==> src/rtl/adc_frame_ctrl.sv <==
// Frame master for a 16-SCLK serial 12-bit ADC: CS/SCLK/DIN generation at a fixed sample rate.
// Optional build macro ADC_SCAN_EN: auto-scan channels 0..NUM_CH-1 instead of using i_chan_sel.
module adc_frame_ctrl #(
  parameter int unsigned CLK_DIV       = 4,
  parameter int unsigned SAMPLE_PERIOD = 1000,
  parameter int unsigned NUM_CH        = 8
) (
  input  logic       i_clk,
  input  logic       i_rst_n,
  input  logic       i_enable,
  input  logic [2:0] i_chan_sel,
  output logic       o_adc_cs_n,
  output logic       o_adc_sclk,
  output logic       o_adc_din,
  output logic       o_sclk_rise,
  output logic       o_frame_active,
  output logic       o_frame_done,
  output logic [2:0] o_cur_chan,
  output logic [2:0] o_data_chan
);

  localparam int unsigned CntW = (CLK_DIV > 1) ? $clog2(CLK_DIV) : 1;
  localparam int unsigned TmrW = $clog2(SAMPLE_PERIOD);
  localparam logic [CntW-1:0] CntMax = CntW'(CLK_DIV - 1);
  localparam logic [TmrW-1:0] TmrMax = TmrW'(SAMPLE_PERIOD - 1);

  if (CLK_DIV < 1 || SAMPLE_PERIOD < 36 * CLK_DIV || NUM_CH < 1 || NUM_CH > 8) begin : g_bad_cfg
    $error("adc_frame_ctrl: illegal parameter combination");
  end

  typedef enum logic [1:0] {StIdle, StSetup, StShift, StHold} state_e;

  state_e          r_state, w_state_nxt;
  logic [CntW-1:0] r_cnt, w_cnt_nxt;
  logic [4:0]      r_half, w_half_nxt;
  logic [TmrW-1:0] r_timer, w_timer_nxt;
  logic            r_cs_n, w_cs_n_nxt;
  logic            r_sclk, w_sclk_nxt;
  logic            r_din, w_din_nxt;
  logic            r_sclk_rise, w_sclk_rise_nxt;
  logic            r_frame_done, w_frame_done_nxt;
  logic [2:0]      r_cur_chan, w_cur_chan_nxt;
  logic [2:0]      r_data_chan, w_data_chan_nxt;
  logic            w_tick;
  logic            w_lvl_end;
  logic [2:0]      w_new_chan;

`ifdef ADC_SCAN_EN
  localparam logic [2:0] ScanLast = 3'(NUM_CH - 1);
  logic [2:0] r_scan_idx, w_scan_idx_nxt;
  assign w_new_chan = r_scan_idx;
`else
  assign w_new_chan = i_chan_sel;
`endif

  // Frame bit k as shifted on falling edge k; address sits in bits 2..4, MSB first.
  function automatic logic frame_bit(input logic [3:0] k, input logic [2:0] ch);
    unique case (k)
      4'd2:    frame_bit = ch[2];
      4'd3:    frame_bit = ch[1];
      4'd4:    frame_bit = ch[0];
      default: frame_bit = 1'b0;
    endcase
  endfunction

  assign w_tick      = (r_timer == TmrMax);
  assign w_lvl_end   = (r_cnt == CntMax);
  assign w_timer_nxt = w_tick ? '0 : r_timer + TmrW'(1);

  always_comb begin
    w_state_nxt      = r_state;
    w_cnt_nxt        = r_cnt;
    w_half_nxt       = r_half;
    w_cs_n_nxt       = r_cs_n;
    w_sclk_nxt       = r_sclk;
    w_din_nxt        = r_din;
    w_sclk_rise_nxt  = 1'b0;
    w_frame_done_nxt = 1'b0;
    w_cur_chan_nxt   = r_cur_chan;
    w_data_chan_nxt  = r_data_chan;
`ifdef ADC_SCAN_EN
    w_scan_idx_nxt   = r_scan_idx;
`endif
    unique case (r_state)
      StIdle: begin
        w_cs_n_nxt = 1'b1;
        w_sclk_nxt = 1'b1;
        if (w_tick && i_enable) begin
          w_state_nxt     = StSetup;
          w_cs_n_nxt      = 1'b0;
          w_cnt_nxt       = '0;
          w_data_chan_nxt = r_cur_chan;
          w_cur_chan_nxt  = w_new_chan;
`ifdef ADC_SCAN_EN
          w_scan_idx_nxt  = (r_scan_idx == ScanLast) ? 3'd0 : r_scan_idx + 3'd1;
`endif
        end
      end
      StSetup: begin
        w_cnt_nxt = r_cnt + CntW'(1);
        if (w_lvl_end) begin
          w_state_nxt = StShift;
          w_cnt_nxt   = '0;
          w_half_nxt  = '0;
          w_sclk_nxt  = 1'b0;
          w_din_nxt   = frame_bit(4'd0, r_cur_chan);
        end
      end
      StShift: begin
        w_cnt_nxt = r_cnt + CntW'(1);
        if (w_lvl_end) begin
          w_cnt_nxt  = '0;
          w_half_nxt = r_half + 5'd1;
          if (!r_half[0]) begin
            w_sclk_nxt      = 1'b1;
            w_sclk_rise_nxt = 1'b1;
          end else if (r_half == 5'd31) begin
            w_state_nxt = StHold;
          end else begin
            w_sclk_nxt = 1'b0;
            w_din_nxt  = frame_bit(r_half[4:1] + 4'd1, r_cur_chan);
          end
        end
      end
      StHold: begin
        w_cnt_nxt = r_cnt + CntW'(1);
        if (w_lvl_end) begin
          w_state_nxt      = StIdle;
          w_cnt_nxt        = '0;
          w_cs_n_nxt       = 1'b1;
          w_din_nxt        = 1'b0;
          w_frame_done_nxt = 1'b1;
        end
      end
      default: w_state_nxt = StIdle;
    endcase
  end

  always_ff @(posedge i_clk) begin
    if (!i_rst_n) begin
      r_state      <= StIdle;
      r_cnt        <= '0;
      r_half       <= '0;
      r_timer      <= '0;
      r_cs_n       <= 1'b1;
      r_sclk       <= 1'b1;
      r_din        <= 1'b0;
      r_sclk_rise  <= 1'b0;
      r_frame_done <= 1'b0;
      r_cur_chan   <= '0;
      r_data_chan  <= '0;
`ifdef ADC_SCAN_EN
      r_scan_idx   <= '0;
`endif
    end else begin
      r_state      <= w_state_nxt;
      r_cnt        <= w_cnt_nxt;
      r_half       <= w_half_nxt;
      r_timer      <= w_timer_nxt;
      r_cs_n       <= w_cs_n_nxt;
      r_sclk       <= w_sclk_nxt;
      r_din        <= w_din_nxt;
      r_sclk_rise  <= w_sclk_rise_nxt;
      r_frame_done <= w_frame_done_nxt;
      r_cur_chan   <= w_cur_chan_nxt;
      r_data_chan  <= w_data_chan_nxt;
`ifdef ADC_SCAN_EN
      r_scan_idx   <= w_scan_idx_nxt;
`endif
    end
  end

  assign o_adc_cs_n     = r_cs_n;
  assign o_adc_sclk     = r_sclk;
  assign o_adc_din      = r_din;
  assign o_sclk_rise    = r_sclk_rise;
  assign o_frame_active = ~r_cs_n;
  assign o_frame_done   = r_frame_done;
  assign o_cur_chan     = r_cur_chan;
  assign o_data_chan    = r_data_chan;

endmodule

==> config.mk <==
export PLATFORM = sky130hd
export DESIGN_NAME = adc_frame_ctrl
export DESIGN_NICKNAME = d
export VERILOG_FILES = /design/src/rtl/adc_frame_ctrl.sv
export SDC_FILE = /design/constraint.sdc
export NUM_CORES = 1
export LEC_CHECK = 0
export ABC_AREA = 1
export BUFFER_PORTS_ARGS = -buffer_cell sky130_fd_sc_hd__buf_2
export CORE_ASPECT_RATIO = 0.5
export CORE_MARGIN = 3
export CORE_UTILIZATION = 50
export CTS_CLUSTER_DIAMETER = 30
export DETAILED_ROUTE_END_ITERATION = 6
export HOLD_SLACK_MARGIN = 0.1
export PLACE_DENSITY = 0.73
export SYNTH_ARGS = -nofsm -noshare
export SYNTH_HDL_FRONTEND = slang
export SYNTH_SLANG_ARGS = --single-unit
==> constraint.sdc <==
create_clock -name i_clk -period 1.4 [get_ports i_clk]
set_input_delay 0.42 -clock i_clk [delete_from_list [all_inputs] [get_ports i_clk]]
set_output_delay 0.42 -clock i_clk [all_outputs]
set_load 0.01 [all_outputs]
==> insert_results.sql, run 1 <==
INSERT INTO impl_metrics (metric_group, metric, value, unit) VALUES
('final_layout', 'leading_cell_type_in_the_layout_fill_and_taps_excluded', 'sky130_fd_sc_hd__nand2_1', ''),
('die', 'die-height', '43.9', 'um'),
('grt', 'grt.total_usage', '0.207', ''),
('sta', 'post-route-min-period', '1.36', 'ns'),
('run_status', 'outcome', 'finished clean', ''),
('worst_setup_path', 'critical_path.endpoint_type', 'flip-flop', ''),
('clock_network', 'clkSlewWorstSetupHoldPaths', '0.06', 'ns'),
('hold_path', 'hold-path-cell-count', '3', ''),
('clock_network', 'tritoncts', 'built', ''),
('worst_setup_path', 'worstPathCellList', 'ha_4 > nand2_2 > nor2_2 > ha_2 > inv_1 > nand3_2 > a21oi_2 > nand2_1 > nand2_1 > a21oi_1', ''),
('clock_network', 'cts_buffers', '5', ''),
('place', 'dp_hpwl', '2340', 'um'),
('clock_network', 'clkSinkCount', '30', ''),
('pwr', 'leakagePower', '0.866', 'nW'),
('die', 'floorplan_core_area', '2670', 'um^2'),
('yosys', 'post_synth_inst_count', '188', ''),
('sta', 'timing.final.setup_violations', '0', ''),
('sta', 'final_worst_clock_skew', '0.00419', 'ns'),
('pwr', 'worst_ir_drop_vdd', '0.461', 'mV'),
('yosys', 'seq_area_frac_synth', '0.419', ''),
('die', 'rows', '13', ''),
('route', 'detail_route.wl_per_cell', '13.1', 'um'),
('worst_setup_path', 'cp_data_arrival_time', '1.52', 'ns'),
('route', 'ant_nets', '0', ''),
('worst_setup_path', 'timing.critical_path.required', '1.56', 'ns'),
('grt', 'overflow_after_grt', '0', ''),
('place', 'postPlaceCellArea', '1640', 'um^2'),
('yosys', 'synth-compound-area-share', '0.129', ''),
('worst_setup_path', 'reg2reg_from', 'r_half[1]', ''),
('yosys', 'syn_area_per_cell', '7.62', 'um^2'),
('yosys', 'ys_types', '28', ''),
('clock_network', 'cts_buffer_depth', '2', ''),
('sta', 'achievable-frequency', '0.734', 'GHz'),
('pwr', 'power.density_cell_area', '900', 'nW/um^2'),
('hold_path', 'whs_endpoint', 'o_cur_chan[1]', ''),
('yosys', 'ys_ff_latch', '30', ''),
('yosys', 'synth_top_family_by_area', 'simple AND/OR/NAND/NOR gates', ''),
('grt', 'vias_in_the_first_global_route', '1329', ''),
('route', 'pre_antenna_drt_iters', '4', ''),
('yosys', 'synth.yosys.warnings', '0', ''),
('yosys', 'synthSimpleGateAreaFrac', '0.301', ''),
('route', 'average_via_count_per_standard_cell', '5.04', ''),
('worst_setup_path', 'rr_endpoint', 'o_adc_din', ''),
('clock_network', 'clkLatencyLatePin', '0.28', 'ns'),
('sta', 'layout_worst_path_cycle_share', '0.973', ''),
('place', 'gp_routability_congestion', '0.862', ''),
('final_layout', 'final_design_area_no_fill', '1920', 'um^2'),
('hold_path', 'hold_start', 'i_chan_sel[1]', ''),
('final_layout', 'layout-drive-gt1-share', '0.382', ''),
('worst_setup_path', 'worst_r2r_path_depth', '10', ''),
('final_layout', 'layout_common_cells', 'sky130_fd_sc_hd__nand2_1 (33), sky130_fd_sc_hd__nor2_1 (27), sky130_fd_sc_hd__dfxtp_1 (23)', ''),
('worst_setup_path', 'slowest_stage', 'sky130_fd_sc_hd__dfxtp_2', ''),
('die', 'die_x', '81.7', 'um'),
('worst_setup_path', 'crit_path_frequent_cell', 'sky130_fd_sc_hd__nand2_1', ''),
('clock_network', 'cts.htree.levels', '2', ''),
('yosys', 'post_synth_xor_area_fraction', '0.0245', ''),
('worst_setup_path', 'reg2reg_setup_slack', '0.04', 'ns'),
('yosys', 'syn-cell-area', '1430', 'um^2'),
('die', 'initial_cell_density_of_the_core', '0.537', ''),
('pwr', 'finalPower', '0.00173', 'W'),
('yosys', 'synth-adder-area-share', '0.0699', ''),
('final_layout', 'design.final.nets', '238', ''),
('die', 'design.die.area', '3580', 'um^2'),
('job', 'max_cap_viol_count', '0', ''),
('grt', 'grt_max_degree', '14', ''),
('sta', 'tightest_pin_transition', '0.402', 'ns'),
('clock_network', 'hold_buffers', '0', ''),
('die', 'top_level_ports', '18', ''),
('yosys', 'synth_mux_area_frac', '0', ''),
('final_layout', 'antennaDiodeCount', '0', ''),
('worst_setup_path', 'critPathMaxFanout', '2', '');
state kept, by name, indices dropped and copies added (netlist names):
| register | flops |
|---|---|
| r_half | 5 |
| o_frame_done | 1 |
| o_sclk_rise | 1 |
| r_state | 2 |
| r_cnt | 2 |
| o_data_chan | 3 |
| o_cur_chan | 3 |
| o_adc_sclk | 1 |
| r_timer | 10 |
| o_adc_cs_n | 1 |
| o_adc_din | 1 |
cells in the mapped netlist:
library cell               count  area, um^2
sky130_fd_sc_hd__nand2_1      36         135
sky130_fd_sc_hd__dfxtp_1      30         601
sky130_fd_sc_hd__nor2_1       30         113
sky130_fd_sc_hd__inv_1        18        67.6
sky130_fd_sc_hd__a21oi_1      14        70.1
sky130_fd_sc_hd__ha_1          8         100
sky130_fd_sc_hd__o21ai_0       8        40.0
sky130_fd_sc_hd__nand3_1       7        35.0
sky130_fd_sc_hd__nor2_2        6        37.5
sky130_fd_sc_hd__nand2_2       5        31.3
sky130_fd_sc_hd__o21bai_1      4        30.0
sky130_fd_sc_hd__nor3_1        3        15.0
sky130_fd_sc_hd__xor2_1        3        26.3
sky130_fd_sc_hd__a211oi_1      2        15.0
sky130_fd_sc_hd__a21o_2        1        8.76
sky130_fd_sc_hd__a31o_2        1        8.76
sky130_fd_sc_hd__buf_2         1        5.00
sky130_fd_sc_hd__clkbuf_1      1        3.75
sky130_fd_sc_hd__inv_2         1        3.75
sky130_fd_sc_hd__nand4_1       1        6.26
sky130_fd_sc_hd__nand4_2       1        12.5
sky130_fd_sc_hd__nand4_4       1        21.3
sky130_fd_sc_hd__nor2_4        1        11.3
sky130_fd_sc_hd__nor3b_1       1        7.51
sky130_fd_sc_hd__o211ai_1      1        7.51
sky130_fd_sc_hd__o21ai_1       1        5.00
sky130_fd_sc_hd__or2_2         1        6.26
sky130_fd_sc_hd__xnor2_1       1        8.76
power by group:
group | internal (W) | switching [W]
clock network | 0.000496 | 0.000326
registers | 0.000858 | 0.00000570
logic | 0.0000186 | 0.0000268
worst max path at each step:
stage / start / end / depth (start not counted)
after global placement: r_half[1] / r_state[1] / 9
after floorplan: r_half[0] / o_adc_din / 10
final: r_half[1] / o_adc_din / 10
after global routing: r_half[1] / r_state[0] / 8
after detailed placement: r_half[1] / r_state[1] / 9
after CTS: r_half[1] / r_state[1] / 9
stage by stage:
stage | std cells | worst slack (ns) | util | setup TNS (ns)
after CTS | 259 | 0.00115 | 0.673 | 0
after global placement | 251 | -0.00294 | 0.614 | -0.00294
after floorplan | 188 | 0.0383 | - | 0
after detailed placement | 251 | -0.0585 | 0.614 | -0.126
after global routing | 262 | -0.0300 | 0.721 | -0.0875
final | 262 | 0.0373 | 0.721 | 0
layer usage:
layer | track usage | wire length [um] | up-vias
li1 | - | - | 679
met1 | 0.236 | 1490 | 601
met2 | 0.356 | 1730 | 34
met3 | 0.0830 | 181 | 7
met4 | 0.0695 | 41 | 0
met5 | 0 | 0 | -
critical path, delay by kind of cell, from the launching register on:
| kind | cells | cell delay [ns] |
|---|---|---|
| adder cells (fa/ha/maj) | 2 | 0.35 |
| AND/OR/NAND/NOR | 5 | 0.28 |
| AO/OA/AOI/OAI | 2 | 0.19 |
| buffers and inverters | 1 | 0.07 |
| flip-flops | 1 | 0.34 |
repair_timing:
action | in CTS | in global routing
setup buffers | 0 | 3
gates resized for setup | 16 | 28
pin swaps | 7 | 8
endpoints found under the setup margin | 7 | 8
cloned | 0 | 0
kinds of logic after synthesis:
family / Yosys count
and+or+nand+nor: 93
AOI/OAI and AO/OA: 32
DFF: 30
buffers and inverters: 21
adders and majority gates: 8
xor gates and xnor gates: 4
cell type report:
cell class	count	area, um^2
Multi-Input combinational cell	137	886
Fill cell	216	744
Sequential cell	30	614
Timing Repair Buffer	31	190
Clock buffer	8	110
Inverter	19	76.3
Tap cell	37	46.3
Note: power is estimated with default switching activity, not from simulation.
==> inputs of run 2 (changes only) <==
--- a/config.mk
+++ b/config.mk
@@ -10,10 +10,12 @@
 export CORE_ASPECT_RATIO = 0.5
 export CORE_MARGIN = 3
 export CORE_UTILIZATION = 50
+export CTS_BUF_LIST = sky130_fd_sc_hd__clkbuf_4 sky130_fd_sc_hd__clkbuf_8 sky130_fd_sc_hd__clkbuf_16
 export CTS_CLUSTER_DIAMETER = 30
 export DETAILED_ROUTE_END_ITERATION = 6
 export HOLD_SLACK_MARGIN = 0.1
 export PLACE_DENSITY = 0.73
+export REMOVE_ABC_BUFFERS = 1
 export SYNTH_ARGS = -nofsm -noshare
 export SYNTH_HDL_FRONTEND = slang
 export SYNTH_SLANG_ARGS = --single-unit
==> run 2 against run 1 <==
Against the previous run:
- fmax is 0.31% lower
- worst hold slack lost 0.0090 ns
- combinational power is 5.1% lower
- wire length shrank 1.3%
- critical endpoint is now r_state[0]
- largest cell class unchanged
- highest routed layer unchanged
==> insert_results.sql, run 2 (same netlist as run 1, synthesis figures left out) <==
INSERT INTO impl_metrics (metric_group, metric, value, unit) VALUES
('run_status', 'outcome', 'finished clean', ''),
('final_layout', 'top_regs', 'r_timer: 10 flops, r_half: 5 flops', ''),
('place', 'port_buffers', '17', ''),
('sta', 'final_worst_clock_skew', '0.00700', 'ns'),
('die', 'die_x', '81.7', 'um'),
('route', 'ant_nets', '0', ''),
('clock_network', 'clockRootBuffer', 'sky130_fd_sc_hd__clkbuf_8', ''),
('place', 'dp_hpwl', '2230', 'um'),
('final_layout', 'post-route-util', '0.707', ''),
('die', 'design.die.area', '3580', 'um^2'),
('clock_network', 'cts_buffer_depth', '2', ''),
('grt', 'grt_max_degree', '14', ''),
('grt', 'vias_in_the_first_global_route', '1192', ''),
('pwr', 'leakagePower', '0.843', 'nW'),
('clock_network', 'clkSlewWorstSetupHoldPaths', '0.07', 'ns'),
('sta', 'timing.final.setup_violations', '0', ''),
('clock_network', 'tritoncts', 'built', ''),
('hold_path', 'worst_hold_path_type', 'primary input to flip-flop', ''),
('worst_setup_path', 'crit_type', 'flip-flop to flip-flop', ''),
('sta', 'achievable-frequency', '0.732', 'GHz'),
('final_layout', 'max_flop_register', 'r_timer', ''),
('place', 'gp_routability_congestion', '0.795', ''),
('sta', 'timing.hold.ws', '0.354', 'ns'),
('final_layout', 'layout-drive-gt1-share', '0.359', ''),
('sta', 'layout_worst_path_cycle_share', '0.976', ''),
('route', 'detailedRoute.firstIterationViolations', '66', ''),
('sta', 'fin_setup_tns', '0', 'ns'),
('worst_setup_path', 'critPathMaxFanout', '4', ''),
('final_layout', 'leading_cell_type_in_the_layout_fill_and_taps_excluded', 'sky130_fd_sc_hd__nand2_1', ''),
('clock_network', 'clkSinkCount', '30', ''),
('sta', 'rsz0062_at_grt', 'true', ''),
('final_layout', 'fillers', '212', ''),
('final_layout', 'layout_overhead_on_the_synthesized_area', '31.6', '%'),
('clock_network', 'cts.htree.levels', '2', ''),
('sta', 'tightest_pin_transition', '0.440', 'ns'),
('worst_setup_path', 'critical_path.endpoint_type', 'flip-flop', ''),
('grt', 'grt.total_usage', '0.200', ''),
('clock_network', 'cts_buffers', '5', ''),
('final_layout', 'final_design_area_no_fill', '1890', 'um^2'),
('worst_setup_path', 'cp_data_arrival_time', '1.53', 'ns'),
('pwr', 'worst_ir_drop_vdd', '0.703', 'mV'),
('final_layout', 'antennaDiodeCount', '0', ''),
('sta', 'slew_viol_final', '0', ''),
('die', 'die-height', '43.9', 'um'),
('sta', 'hold_violations', '0', ''),
('pwr', 'power.density_cell_area', '940', 'nW/um^2'),
('worst_setup_path', 'timing.critical_path.required', '1.56', 'ns'),
('sta', 'post-route-min-period', '1.37', 'ns'),
('final_layout', 'area_used_by_sequential_logic_in_the_layout', '608', 'um^2'),
('grt', 'antenna_found_initial', '0', ''),
('route', 'pre_antenna_drt_iters', '4', ''),
('final_layout', 'largest_register_ff_count', '10', ''),
('die', 'rows', '13', ''),
('worst_setup_path', 'critical_path.startpoint_type', 'flip-flop', ''),
('die', 'top_level_ports', '18', ''),
('route', 'num_vias', '1326', ''),
('place', 'postPlaceCellArea', '1640', 'um^2'),
('clock_network', 'clkLatencyLatePin', '0.29', 'ns'),
('route', 'drc_errors', '0', ''),
('sta', 'max_slew_margin', '0.706', ''),
('route', 'detail_route.wirelength', '3400', 'um'),
('final_layout', 'layout_common_cells', 'sky130_fd_sc_hd__nand2_1 (34), sky130_fd_sc_hd__dfxtp_1 (26), sky130_fd_sc_hd__nor2_1 (25)', ''),
('grt', 'overflow_after_grt', '0', ''),
('clock_network', 'hold_buffers', '0', ''),
('die', 'initial_cell_density_of_the_core', '0.537', ''),
('job', 'max_cap_viol_count', '0', ''),
('grt', 'grt_first_pass_wirelength', '5310', 'um'),
('final_layout', 'multi_input_comb_area', '872', 'um^2'),
('route', 'average_via_count_per_standard_cell', '5.10', ''),
('final_layout', 'design.final.nets', '236', ''),
('die', 'floorplan_core_area', '2670', 'um^2'),
('route', 'detail_route.wl_per_cell', '13.1', 'um');
-- run 2: report_power, final --
group	internal, W	switching [W]	leakage, nW
combinational	0.0000173	0.0000259	0.540
sequential	0.000858	0.00000562	0.245
clock	0.000523	0.000342	0.0579
-- run 2: what timing repair did --
item | 4_1_cts | 5_1_grt
setup buffers | 1 | 0
endpoints found under the setup margin | 5 | 17
gates resized for setup | 14 | 25
pin swaps | 6 | 8
cloned | 0 | 0
-- run 2: area by class of cell --
class,count,share of cell area
multi-input cells,137,0.463
flip-flops and latches,30,0.322
repair buffers,29,0.0949
inverters,19,0.0378
clock buffers,5,0.0365
well taps,37,0.0246
clock inverters,3,0.0212
-- run 2: worst paths after layout --
check	from	endpoint	slack, ns	cells past startpoint
hold / removal	i_chan_sel[2]	o_cur_chan[2]	0.35	3
setup reg to reg	r_state[1]	r_state[0]	0.03	6
hold reg to reg	r_timer[0]	r_timer[0]	0.45	1
setup / recovery	r_state[1]	r_state[0]	0.03	6
-- run 2: through the flow --
stage	cells	total power [W]	setup slack [ns]
floorplan	186	0.000906	-0.0816
global placement	251	0.000926	-0.0361
detailed placement	251	0.000928	-0.0782
CTS	260	0.00179	0.00174
global route	260	0.00184	-0.110
finish	260	0.00177	0.0331
-- run 2: critical path: stages (launching register included) --
cell and delay, ns:
sky130_fd_sc_hd__dfxtp_2 0.39, sky130_fd_sc_hd__inv_2 0.07, sky130_fd_sc_hd__ha_4 0.17, sky130_fd_sc_hd__o21ai_1 0.16
sky130_fd_sc_hd__nand2_1 0.11, sky130_fd_sc_hd__o21ai_0 0.25, sky130_fd_sc_hd__a21oi_1 0.09
-- run 2: layer usage --
| layer | track usage | vias to the layer above | part of all wire |
|---|---|---|---|
| met5 | 0 | - | 0 |
| met2 | 0.314 | 31 | 0.48 |
| li1 | - | 675 | - |
| met3 | 0.0747 | 9 | 0.050 |
| met1 | 0.250 | 611 | 0.45 |
| met4 | 0.0795 | 0 | 0.017 |
==> inputs of run 3 (changes only) <==
--- a/config.mk
+++ b/config.mk
@@ -8,7 +8,6 @@
 export ABC_AREA = 1
 export BUFFER_PORTS_ARGS = -buffer_cell sky130_fd_sc_hd__buf_2
 export CORE_ASPECT_RATIO = 0.5
-export CORE_MARGIN = 3
 export CORE_UTILIZATION = 50
 export CTS_BUF_LIST = sky130_fd_sc_hd__clkbuf_4 sky130_fd_sc_hd__clkbuf_8 sky130_fd_sc_hd__clkbuf_16
 export CTS_CLUSTER_DIAMETER = 30
==> run 3 against run 2 <==
Against the previous run:
- the run now ends with setup timing left
- utilization fell by 0.84 points
- wire length fell by 1.6%
- largest cell class unchanged
- highest routed layer unchanged
- largest power group is now sequential cells
- register-to-register slack got worse by 0.05 ns
- sequential share of layout area rose by 0.52 points
- non-clock buffer count rose by 3
==> insert_results.sql, run 3 (same netlist as run 1, synthesis figures left out) <==
INSERT INTO impl_metrics (metric_group, metric, value, unit) VALUES
('grt', 'antenna_found_initial', '0', ''),
('route', 'num_vias', '1328', ''),
('final_layout', 'fillers', '201', ''),
('sta', 'final_worst_clock_skew', '0.00292', 'ns'),
('worst_setup_path', 'critPathMaxFanout', '2', ''),
('route', 'drc_errors', '0', ''),
('worst_setup_path', 'critical_path.endpoint_type', 'flip-flop', ''),
('pwr', 'clkPwrFrac', '0.424', ''),
('worst_setup_path', 'reg2reg_from', 'r_half[1]', ''),
('die', 'floorplan_core_area', '2650', 'um^2'),
('clock_network', 'cts.htree.levels', '2', ''),
('sta', 'fin_setup_tns', '-0.0207', 'ns'),
('sta', 'hold_violations', '0', ''),
('worst_setup_path', 'crit_type', 'flip-flop to flip-flop', ''),
('sta', 'rsz0062_at_grt', 'true', ''),
('final_layout', 'layout-drive-gt1-share', '0.360', ''),
('final_layout', 'max_flop_register', 'r_timer', ''),
('pwr', 'leakagePower', '0.829', 'nW'),
('worst_setup_path', 'worst_r2r_path_depth', '10', ''),
('pwr', 'worst_ir_drop_vdd', '0.497', 'mV'),
('worst_setup_path', 'critical_path.startpoint_type', 'flip-flop', ''),
('final_layout', 'layout_overhead_on_the_synthesized_area', '29.3', '%'),
('route', 'average_via_count_per_standard_cell', '5.07', ''),
('sta', 'achievable-frequency', '0.706', 'GHz'),
('pwr', 'power.density_cell_area', '853', 'nW/um^2'),
('worst_setup_path', 'termination_of_the_worst_setup_path', 'o_adc_din', ''),
('place', 'gp_routability_congestion', '0.898', ''),
('run_status', 'outcome', 'finished, violations left', ''),
('clock_network', 'clkSlewWorstSetupHoldPaths', '0.06', 'ns'),
('grt', 'grt_first_pass_wirelength', '5240', 'um'),
('clock_network', 'clkLatencyLatePin', '0.29', 'ns'),
('clock_network', 'cts_buffer_depth', '2', ''),
('final_layout', 'design.final.nets', '239', ''),
('route', 'detail_route.wl_per_cell', '12.8', 'um'),
('grt', 'vias_in_the_first_global_route', '1190', ''),
('sta', 'layout_worst_path_cycle_share', '1.01', ''),
('final_layout', 'antennaDiodeCount', '0', ''),
('route', 'pre_antenna_drt_iters', '4', ''),
('die', 'die_x', '77.7', 'um'),
('pwr', 'swShare', '0.233', ''),
('worst_setup_path', 'reg2reg_setup_slack', '-0.02', 'ns'),
('worst_setup_path', 'timing.critical_path.required', '1.56', 'ns'),
('pwr', 'finalPower', '0.00158', 'W'),
('worst_setup_path', 'rr_endpoint', 'o_adc_din', ''),
('run_status', 'failed_checks', 'setup timing', ''),
('sta', 'final_critical_path_setup_slack', '-0.0161', 'ns'),
('grt', 'grt.total_usage', '0.237', ''),
('grt', 'overflow_after_grt', '0', ''),
('place', 'port_buffers', '17', ''),
('clock_network', 'hold_buffers', '0', ''),
('sta', 'post-route-min-period', '1.42', 'ns'),
('route', 'detailedRoute.firstIterationViolations', '45', ''),
('clock_network', 'tritoncts', 'built', ''),
('die', 'design.die.area', '3100', 'um^2'),
('die', 'initial_cell_density_of_the_core', '0.540', ''),
('route', 'detail_route.wirelength', '3340', 'um'),
('pwr', 'cell_internal_pwr', '0.00121', 'W'),
('final_layout', 'layout_common_cells', 'sky130_fd_sc_hd__nand2_1 (34), sky130_fd_sc_hd__nor2_1 (27), sky130_fd_sc_hd__dfxtp_1 (25)', ''),
('final_layout', 'largest_register_ff_count', '10', ''),
('pwr', 'comb_power_share', '0.027', ''),
('hold_path', 'worst_hold_path_type', 'primary input to flip-flop', ''),
('job', 'max_cap_viol_count', '0', ''),
('sta', 'slew_viol_final', '0', ''),
('die', 'rows', '13', ''),
('route', 'ant_nets', '0', ''),
('worst_setup_path', 'worst_setup_path_startpoint', 'r_half[1]', ''),
('place', 'dp_hpwl', '2200', 'um'),
('sta', 'timing.final.setup_violations', '2', ''),
('pwr', 'switchingPower', '0.000368', 'W'),
('clock_network', 'clkSinkCount', '30', ''),
('clock_network', 'clockRootBuffer', 'sky130_fd_sc_hd__clkbuf_8', ''),
('worst_setup_path', 'cp_data_arrival_time', '1.58', 'ns'),
('grt', 'grt_max_degree', '14', ''),
('die', 'die-height', '39.9', 'um'),
('sta', 'tightest_pin_transition', '0.425', 'ns'),
('clock_network', 'cts_buffers', '5', ''),
('final_layout', 'leading_cell_type_in_the_layout_fill_and_taps_excluded', 'sky130_fd_sc_hd__nand2_1', ''),
('final_layout', 'top_regs', 'r_timer: 10 flops, r_half: 5 flops', ''),
('sta', 'max_slew_margin', '0.716', ''),
('pwr', 'pwr-share-seq', '0.549', ''),
('die', 'top_level_ports', '18', '');
[run 3: cell count changes in the layout (fill, tap and decap cells not counted), sizes merged]
cell | previous run | this run
buf | 29 | 32
bufinv | 1 | 0
[run 3: routing by layer]
| metal | vias up | wire length, um | GRT usage |
|---|---|---|---|
| met5 | - | 0 | 0 |
| met4 | 0 | 102 | 0.137 |
| met3 | 14 | 181 | 0.0814 |
| met2 | 27 | 1480 | 0.414 |
| met1 | 607 | 1580 | 0.264 |
| li1 | 680 | - | - |
[run 3: per-stage QoR]
stage	hold WS [ns]	instance area (um^2)	utilization	worst slack, ns	instances
final	0.346	1850	0.698	-0.0161	262
after global routing	0.368	1850	0.698	-0.0940	262
after CTS	0.345	1770	0.669	-0.00313	259
after detailed placement	0.437	1650	0.621	-0.108	252
after global placement	0.429	1650	0.621	-0.0326	252
after floorplan	0.418	1420	-	-0.0816	186
[run 3: repair_timing]
item / CTS / global route
buffers inserted: 0 / 3
cloned: 0 / 0
endpoints found under the setup margin: 8 / 12
pin swaps: 7 / 6
resized for setup: 19 / 14
[run 3: worst min-delay path by stage]
stage,from,to,slack [ns],cells past startpoint
finish,i_chan_sel[2],o_cur_chan[2],0.35,3
CTS,i_chan_sel[2],o_cur_chan[2],0.35,3
floorplan,r_timer[0],r_timer[0],0.42,1
global placement,r_timer[0],r_timer[0],0.43,1
global route,i_chan_sel[0],o_cur_chan[0],0.37,3
detailed placement,r_timer[0],r_timer[0],0.44,1
[run 3: critical path: stages (launching register included)]
cell,delay (ns)
sky130_fd_sc_hd__dfxtp_2,0.34
sky130_fd_sc_hd__ha_4,0.16
sky130_fd_sc_hd__nand2_2,0.06
sky130_fd_sc_hd__nor2_2,0.04
sky130_fd_sc_hd__ha_2,0.19
sky130_fd_sc_hd__inv_1,0.08
sky130_fd_sc_hd__nand3_2,0.07
sky130_fd_sc_hd__a21oi_2,0.16
sky130_fd_sc_hd__nand2_1,0.07
sky130_fd_sc_hd__nand2_1,0.06
sky130_fd_sc_hd__a21oi_1,0.06
[run 3: cell type report]
type,count,area [um^2],share of cell area
Tap cell,37,46.3,0.0250
Timing Repair Buffer,32,201,0.109
Sequential cell,30,607,0.328
Clock buffer,5,68.8,0.0372
Multi-Input combinational cell,137,847,0.457
Clock inverter,2,10.0,0.00541
Inverter,19,71.3,0.0385
[run 3: power by group through the flow]
| stage | logic, W | registers [W] | clock network [W] |
|---|---|---|---|
| global route | 0.0000499 | 0.000867 | 0.000716 |
| global placement | 0.0000413 | 0.000885 | 0 |
| CTS | 0.0000424 | 0.000866 | 0.000674 |
| detailed placement | 0.0000419 | 0.000885 | 0 |
| finish | 0.0000431 | 0.000867 | 0.000669 |
| floorplan | 0.0000217 | 0.000884 | 0 |
